===== config.mk =====
export PLATFORM = sky130hd
export DESIGN_NAME = inst_fetch_flat
export DESIGN_NICKNAME = d
export VERILOG_FILES = /design/src/rtl/ibus_if.sv /design/src/rtl/inst_fetch.sv /design/src/flat_wrapper.sv
export SDC_FILE = /design/constraint.sdc
export NUM_CORES = 1
export LEC_CHECK = 0
export CAP_MARGIN = 20
export CORE_AREA = 5 5 117 97
export DETAILED_ROUTE_END_ITERATION = 7
export DIE_AREA = 0 0 122 102
export PLACE_DENSITY_LB_ADDON = 0.15
export SLEW_MARGIN = 30
export SYNTH_ARGS = -nofsm -noshare
export SYNTH_HDL_FRONTEND = slang
export SYNTH_SLANG_ARGS = --single-unit

===== constraint.sdc =====
create_clock -name clk -period 5.06 [get_ports clk]
set_input_delay 0.506 -clock clk [delete_from_list [all_inputs] [get_ports clk]]
set_output_delay 0.506 -clock clk [all_outputs]
set_load 0.05 [all_outputs]

===== src/rtl/ibus_if.sv =====
// rtl/ibus_if.sv - instruction bus request/grant/read-data interface
// Purpose: groups the instruction-bus handshake between the fetch stage and memory.
// Signals:
//   req    master->slave  read request, addr valid
//   addr   master->slave  word-aligned read address
//   gnt    slave->master  address accepted this cycle (req & gnt)
//   rvalid slave->master  read data valid, one per accepted request
//   rdata  slave->master  read data
interface ibus_if #(
  parameter int ADDR_W = 32,
  parameter int DATA_W = 32
);
  logic              req;
  logic [ADDR_W-1:0] addr;
  logic              gnt;
  logic              rvalid;
  logic [DATA_W-1:0] rdata;

  modport master (
    output req,
    output addr,
    input  gnt,
    input  rvalid,
    input  rdata
  );

  modport slave (
    input  req,
    input  addr,
    output gnt,
    output rvalid,
    output rdata
  );
endinterface


===== src/rtl/inst_fetch.sv =====
// rtl/inst_fetch.sv - IF-stage fetch sequencer between PC register and instruction bus
// Purpose: issues one aligned read per PC value, pulses pc_en_o when the address is
// accepted (or when a misaligned PC is turned into an address-error instruction),
// and registers the returned word with its PC for the IF/ID latch.
// Ports:
//   clk, rst       clock and synchronous active-high reset
//   pc_i           current fetch PC
//   pc_en_o        one-cycle pulse, PC register advances on the next edge
//   flush_i        redirect, discard the pending or held instruction
//   stall_i        IF/ID not accepting this cycle
//   ibus           instruction bus (master side)
//   inst_valid_o   inst_o / inst_pc_o / inst_adel_o valid
//   inst_o         fetched instruction (0 on address error)
//   inst_pc_o      PC of inst_o
//   inst_adel_o    fetch address error (pc_i[1:0] != 0)
module inst_fetch #(
  parameter int ADDR_W = 32,
  parameter int DATA_W = 32
) (
  input  logic              clk,
  input  logic              rst,
  input  logic [ADDR_W-1:0] pc_i,
  output logic              pc_en_o,
  input  logic              flush_i,
  input  logic              stall_i,
  ibus_if.master            ibus,
  output logic              inst_valid_o,
  output logic [DATA_W-1:0] inst_o,
  output logic [ADDR_W-1:0] inst_pc_o,
  output logic              inst_adel_o
);

  typedef enum logic [2:0] {
    S_IDLE = 3'd0,
    S_REQ  = 3'd1,
    S_WAIT = 3'd2,
    S_DROP = 3'd3,
    S_OUT  = 3'd4
  } state_t;

  state_t            state_q;
  logic [ADDR_W-1:0] req_pc_q;
  logic              inst_valid_q;
  logic [DATA_W-1:0] inst_q;
  logic [ADDR_W-1:0] inst_pc_q;
  logic              inst_adel_q;

  logic pc_misaligned;
  logic in_req;
  logic bus_req;

  assign pc_misaligned = (pc_i[1:0] != 2'b00);
  assign in_req        = (state_q == S_REQ);
  assign bus_req       = in_req && !pc_misaligned;

  // The PC only moves on pc_en_o, so driving the address straight from pc_i keeps
  // it stable for as long as the request waits for a grant.
  assign ibus.req  = bus_req;
  assign ibus.addr = bus_req ? {pc_i[ADDR_W-1:2], 2'b00} : '0;

  // Combinational so the PC register advances on the same edge the address is
  // accepted. A misaligned PC pulses unconditionally: it never touches the bus,
  // and a concurrent flush still has to let the PC register move on.
  assign pc_en_o = in_req && (pc_misaligned || ibus.gnt);

  always_ff @(posedge clk) begin
    if (rst) begin
      state_q      <= S_IDLE;
      req_pc_q     <= '0;
      inst_valid_q <= 1'b0;
      inst_q       <= '0;
      inst_pc_q    <= '0;
      inst_adel_q  <= 1'b0;
    end else begin
      case (state_q)
        S_IDLE: begin
          state_q <= S_REQ;
        end

        S_REQ: begin
          if (pc_misaligned) begin
            // Address error becomes an instruction of its own, unless the
            // redirect already made it irrelevant.
            if (!flush_i) begin
              inst_valid_q <= 1'b1;
              inst_adel_q  <= 1'b1;
              inst_q       <= '0;
              inst_pc_q    <= pc_i;
              state_q      <= S_OUT;
            end
          end else if (ibus.gnt) begin
            req_pc_q <= pc_i;
            state_q  <= S_WAIT;
          end
        end

        S_WAIT: begin
          if (ibus.rvalid) begin
            if (!flush_i) begin
              inst_valid_q <= 1'b1;
              inst_adel_q  <= 1'b0;
              inst_q       <= ibus.rdata;
              inst_pc_q    <= req_pc_q;
              state_q      <= S_OUT;
            end else begin
              state_q <= S_REQ;
            end
          end else if (flush_i) begin
            // The read is still in flight; its data must be swallowed before a
            // new request can go out.
            state_q <= S_DROP;
          end
        end

        S_DROP: begin
          if (ibus.rvalid) begin
            state_q <= S_REQ;
          end
        end

        S_OUT: begin
          if (flush_i || !stall_i) begin
            inst_valid_q <= 1'b0;
            state_q      <= S_REQ;
          end
        end

        default: begin
          state_q <= S_IDLE;
        end
      endcase
    end
  end

  assign inst_valid_o = inst_valid_q;
  assign inst_o       = inst_q;
  assign inst_pc_o    = inst_pc_q;
  assign inst_adel_o  = inst_adel_q;

`ifndef SYNTHESIS
  // Read data may only arrive while a request is outstanding.
  a_no_stray_rvalid: assert property (@(posedge clk) disable iff (rst)
    ibus.rvalid |-> (state_q == S_WAIT || state_q == S_DROP));
`endif

endmodule


===== src/flat_wrapper.sv =====
// flat-port wrapper written by rule: the top's interface ports become plain ports
module inst_fetch_flat 
#(
  parameter int ADDR_W = 32,
  parameter int DATA_W = 32
)
  (clk, rst, pc_i, pc_en_o, flush_i, stall_i, inst_valid_o, inst_o, inst_pc_o, inst_adel_o, ibus_req, ibus_addr, ibus_gnt, ibus_rvalid, ibus_rdata);
  ibus_if #(.ADDR_W(ADDR_W), .DATA_W(DATA_W)) ibus_i ();
  input  logic clk;
  input  logic rst;
  input  logic [ADDR_W-1:0] pc_i;
  output logic pc_en_o;
  input  logic flush_i;
  input  logic stall_i;
  output logic inst_valid_o;
  output logic [DATA_W-1:0] inst_o;
  output logic [ADDR_W-1:0] inst_pc_o;
  output logic inst_adel_o;
  output wire logic [$bits(ibus_i.req)-1:0] ibus_req;
  output wire logic [$bits(ibus_i.addr)-1:0] ibus_addr;
  input wire logic [$bits(ibus_i.gnt)-1:0] ibus_gnt;
  input wire logic [$bits(ibus_i.rvalid)-1:0] ibus_rvalid;
  input wire logic [$bits(ibus_i.rdata)-1:0] ibus_rdata;
  assign ibus_req = ibus_i.req;
  assign ibus_addr = ibus_i.addr;
  assign ibus_i.gnt = ibus_gnt;
  assign ibus_i.rvalid = ibus_rvalid;
  assign ibus_i.rdata = ibus_rdata;
  inst_fetch #(.ADDR_W(ADDR_W), .DATA_W(DATA_W)) u_core (.clk(clk), .rst(rst), .pc_i(pc_i), .pc_en_o(pc_en_o), .flush_i(flush_i), .stall_i(stall_i), .ibus(ibus_i), .inst_valid_o(inst_valid_o), .inst_o(inst_o), .inst_pc_o(inst_pc_o), .inst_adel_o(inst_adel_o));
endmodule

# Word level (Yosys, flattened, before mapping)

Index checks and enable logic that the tools add are counted.

Muxes and demuxes: 30
Equality and inequality tests: 13
Bitwise logic cells: 1
Reduce and logical (&&, ||, !) cells: 14

Operator list:

| kind                                                | number |
|---|---|
| two-way mux 32 bit                                  | 9 |
| case mux 32 bit (2 select lines)                    | 2 |
| two-way mux 3 bit                                   | 8 |
| case mux 3 bit (5 select lines)                     | 1 |
| AND reduction 5 bit                                 | 2 |
| two-way mux 1 bit                                   | 8 |
| != test 2 bit, second input constant                | 4 |
| equality test 3 x 2 -> 1 bit, second input constant | 2 |
| != test 3 bit, second input constant                | 2 |
| != test 2 x 1 -> 1 bit, second input constant       | 2 |
| AND reduction 4 bit                                 | 1 |
| nonzero test 2 bit                                  | 2 |
| equality test 3 x 1 -> 1 bit, second input constant | 1 |
| equality test 3 bit, second input constant          | 1 |
| logical NOT 3 bit                                   | 1 |
| != test 3 x 2 -> 1 bit, second input constant       | 1 |
| case mux 1 bit (3 select lines)                     | 1 |
| AND reduction 3 bit                                 | 1 |
| nonzero test 3 bit                                  | 1 |
| logical AND 1 bit                                   | 2 |
| logical NOT 1 bit                                   | 2 |
| logical OR 1 bit                                    | 2 |
| case mux 1 bit (2 select lines)                     | 1 |
| inverter 1 bit                                      | 1 |

Word-level logic and storage cells: 64
Input bits: 70
Output and inout bits: 100
Register bits after elaboration: 101

# Longest topological paths before layout

Depth in word-level cells: 4
Gate-level depth with buffers: 7
Gate-level depth less buffers: 4

# Worst setup path before layout

No wires, ideal clock.

Path type: reg-to-output
From: register u_core.state_q[1]
To: output ibus_req
Data arrival time: 1.970 ns
Required time: 4.554 ns
Setup slack: 2.584 ns
Path buffers: 2
Cell stages (with the launch flop): 5
Cells stage by stage: dfxtp_1 > buf_2 > or3b_1 > buf_2 > nor3_1

Longest elaborated chain between the ends: 2

Ends and longest elaborated chain:

| item                         | RTL line           | source |
|---|---|---|
| start: declaration           | inst_fetch.sv:41   | `state_t state_q;` |
| start signal: assignment     | inst_fetch.sv:68   | `state_q <= S_IDLE;` |
| start signal: assignment     | inst_fetch.sv:77   | `state_q <= S_REQ;` |
| start signal: assignment     | inst_fetch.sv:89   | `state_q <= S_OUT;` |
| equality test 3 x 1 -> 1 bit | inst_fetch.sv:53   | `assign in_req = (state_q == S_REQ);` |
| logical AND 1 bit            | inst_fetch.sv:54   | `assign bus_req = in_req && !pc_misaligned;` |
| end: declaration             | flat_wrapper.sv:19 | `output wire logic [$bits(ibus_i.req)-1:0] ibus_req;` |

No other way between the ends.

# Worst setup path in the final report

From: input pc_i[1]
To: output ibus_addr[14]

Longest elaborated chain between the ends: 4

Ends and longest elaborated chain:

| item               | RTL line           | source |
|---|---|---|
| start: declaration | flat_wrapper.sv:11 | `input logic [ADDR_W-1:0] pc_i;` |
| nonzero test 2 bit | inst_fetch.sv:52   | `assign pc_misaligned = (pc_i[1:0] != 2'b00);` |
| logical NOT 1 bit  | inst_fetch.sv:54   |  |
| logical AND 1 bit  | inst_fetch.sv:54   |  |
| two-way mux 32 bit | inst_fetch.sv:59   | `assign ibus.addr = bus_req ? {pc_i[ADDR_W-1:2], 2'b00} : '0;` |
| end: declaration   | flat_wrapper.sv:20 | `output wire logic [$bits(ibus_i.addr)-1:0] ibus_addr;` |

No other way between the ends.

==> results.sh <==
export IMPL_n_fill_cell=858
export IMPL_postRouteAntennaNets=0
export IMPL_rows=33
export IMPL_grt_pass1_vias=4074
export IMPL_portBuffers=167
export IMPL_r2r_start="u_core.state_q[1]$_SDFFE_PP0P_"
export IMPL_tightest_slew_ps=854
export IMPL_yosysSeqAreaShare=0.452
export IMPL_yosysWarnings=0
export IMPL_cts_made_buffers=9
export IMPL_fp_dieArea_mm2=0.0124
export IMPL_start_kind="primary input"
export IMPL_first_pass_iters=4
export IMPL_area_delta_synth_final_pct=44.3
export IMPL_fin_cells=826
export IMPL_cts_tree="yes"
export IMPL_drt_total_wl_um=12800
export IMPL_drt_iter0_drc=238
export IMPL_die_h_um=102
export IMPL_status="complete, no violations"
export IMPL_synthXorXnorAreaFrac=0.00196
export IMPL_yosysUniqueCellTypes=33
export IMPL_p_leak_nw=2.26
export IMPL_period_needed_ps=3340
export IMPL_place_hpwl_um=8690
export IMPL_final_common_cell="clkdlybuf4s50_1"
export IMPL_grt_pass1_wl_um=20000
export IMPL_slew_headroom=0.431
export IMPL_grt_max_degree=63
export IMPL_ctsResizeCount=0
export IMPL_period_share=0.660
export IMPL_syn_inst=547
export IMPL_worstHoldStart="u_core.inst_o[22]$_SDFFE_PP0P_"
export IMPL_tns_ps=0
export IMPL_r2r_slack_ps=2450
export IMPL_cts_hold_buffers=0
export IMPL_final_cell_mix="166 x clkdlybuf4s50_1, 159 x nand2_1, 101 x dfxtp_1"
export IMPL_wl_met2_um=6440
export IMPL_fin_skew_ps=5.58
export IMPL_hold_end="u_core.inst_o[22]$_SDFFE_PP0P_"
export IMPL_ys_ff_latch=101
export IMPL_drv_slew=0
export IMPL_synth_area_mm2=0.00447
export IMPL_clock_sinks=101
export IMPL_wl_per_cell_um=15.5
export IMPL_drv_cap=0
export IMPL_r2r_end="u_core.inst_pc_o[13]$_SDFFE_PP0P_"
export IMPL_start_util=0.445
export IMPL_critPathMaxStageDelay_ps=800
export IMPL_synthMuxAreaShare=0
export IMPL_num_vias=4250
export IMPL_synthAdderAreaFrac=0
export IMPL_final_hold_viol_count=0
export IMPL_setup_viol_count_final=0
export IMPL_synth_top_family_by_area="simple AND/OR/NAND/NOR gates"
export IMPL_peakVddDrop_mv=0.318
export IMPL_cp_max_fo=25
export IMPL_clk_latency_ps=340
export IMPL_top_layer_used="met4"
export IMPL_ioPinCount=170
export IMPL_path_depth=5
export IMPL_gr_total_overflow=0
export IMPL_die_w_um=122
export IMPL_slowest_stage="clkdlybuf4s50_1"
export IMPL_r2r_cells=5
export IMPL_root_buffer="clkbuf_16"
export IMPL_m1WireLength_um=5260
export IMPL_routabilityCongestion=0.760
export IMPL_end_kind="primary output"
export IMPL_hold_path_cell_count=2
export IMPL_crit_arrival_ps=2840
export IMPL_cp_cell_sequence="clkdlybuf4s50_1 -> nor2_2 -> buf_4 -> and3_1 -> clkdlybuf4s50_1"
export IMPL_synth_compound_area_share=0.203
export IMPL_critPathBufInv=3
export IMPL_critical_path_class="in2out"
export IMPL_syn_area_per_cell_um2=8.17
export IMPL_track_usage=0.200
export IMPL_hold_path_class="reg2reg"
export IMPL_power_density_mw_per_mm2=432
export IMPL_cp_common_cell="clkdlybuf4s50_1"
export IMPL_drc_errors=0
export IMPL_core_area_mm2=0.0100
export IMPL_vias_per_cell=5.15
export IMPL_clockBufferDepth=2
export IMPL_dp_cells=810
export IMPL_critPathTopFamily="buffers and inverters"
export IMPL_cts_setup_buffers=0
export IMPL_fin_nets=751
export IMPL_required_ps=4550
export IMPL_route_met3_wl_um=898
export IMPL_cts_clk_slew_worst_paths_ps=70
export IMPL_htreeDepth=3
export IMPL_grt_antenna_before_repair=0
export IMPL_rsz0062_at_grt="false"
export IMPL_layout_drive_gt1_share=0.0948
export IMPL_synth_simple_area_share=0.278
export IMPL_fmaxAchievable_mhz=299
export IMPL_num_antenna_cells=0
## stage by stage
| step | setup slack (ps) | cell area [um2] | power [mW] | utilization | hold slack, ps |
|---|---|---|---|---|---|
| finish | 1720 | 6450 | 2.78 | 0.643 | 451 |
| CTS | 1720 | 6450 | 2.81 | 0.643 | 452 |
| global route | 1630 | 6450 | 2.91 | 0.643 | 473 |
| global placement | 1810 | 6110 | 2.03 | 0.609 | 437 |
| detailed placement | 1720 | 6120 | 2.05 | 0.610 | 443 |
| floorplan | 2580 | 4470 | 1.73 | - | 437 |
## kinds of logic (layout without fill, tap and decap cells)
family / count (synthesis) / in the layout
simple gates: 282 / 282
compound gates: 107 / 107
flops: 101 / 101
buf+inv: 55 / 193
other cells: 1 / 2
xor+xnor: 1 / 1
## report_power, final
part	switching (mW)	leakage, nW	internal [mW]	total (mW)
Combinational	0.711	1.28	0.365	1.08
Clock	0.307	0.156	0.451	0.757
Sequential	0.0652	0.820	0.883	0.949
Total	1.08	2.26	1.70	2.78
## cell usage after synthesis (all sizes together)
library cell / n / share of area
a211o: 1 / 0.0020
a21oi: 64 / 0.072
a2bb2oi: 1 / 0.0020
a311oi: 33 / 0.11
a31oi: 1 / 0.0014
and3: 32 / 0.045
buf: 20 / 0.035
clkbuf: 34 / 0.029
conb: 1 / 0.00084
dfxtp: 101 / 0.45
inv: 1 / 0.00084
nand2: 159 / 0.13
nand2b: 2 / 0.0028
nand3: 33 / 0.037
nand3b: 1 / 0.0017
nor2: 39 / 0.033
nor2b: 2 / 0.0028
nor3: 5 / 0.0067
nor3b: 4 / 0.0067
nor4b: 1 / 0.0020
o211ai: 1 / 0.0017
o21ai: 3 / 0.0034
o22ai: 1 / 0.0014
o32a: 1 / 0.0022
o32ai: 1 / 0.0062
or3: 1 / 0.0014
or3b: 2 / 0.0039
or4: 1 / 0.0017
xor2: 1 / 0.0020
## registers in the layout, summed over array words and instances (netlist names)
signal and count:
u_core.inst_o 32, u_core.inst_pc_o 32, u_core.req_pc_q 32, u_core.state_q 3, u_core.inst_adel_o 1, u_core.inst_valid_o 1
## layout make-up
| class | instances | area, um2 | area share |
|---|---|---|---|
| Clock buffer | 10 | 239 | 0.0371 |
| Clock inverter | 6 | 92.6 | 0.0144 |
| Inverter | 1 | 3.75 | 0.000582 |
| Multi-Input combinational cell | 392 | 2180 | 0.338 |
| Sequential cell | 101 | 2020 | 0.314 |
| Tap cell | 140 | 175 | 0.0272 |
| Timing Repair Buffer | 176 | 1740 | 0.269 |
## routing by layer
metal / GRT usage / vias to the layer above
li1: - / 2138
met1: 0.234 / 1977
met2: 0.348 / 122
met3: 0.0670 / 13
met4: 0.0680 / 0
met5: 0 / -
## tightest hold or removal path, stage by stage, from the launching register on
cell     delay [ps]
dfxtp_1         310
nand2_1          50
a21oi_1          50
## worst max-delay path by stage
| stage | from | end |
|---|---|---|
| floorplan | u_core.state_q[1]$_SDFFE_PP0P_ | ibus_req |
| global placement | pc_i[1] | ibus_addr[12] |
| detailed placement | pc_i[1] | ibus_addr[2] |
| CTS | pc_i[1] | ibus_addr[2] |
| global route | pc_i[1] | ibus_addr[15] |
| finish | pc_i[1] | ibus_addr[14] |
Power figures use the tool's default switching activity.
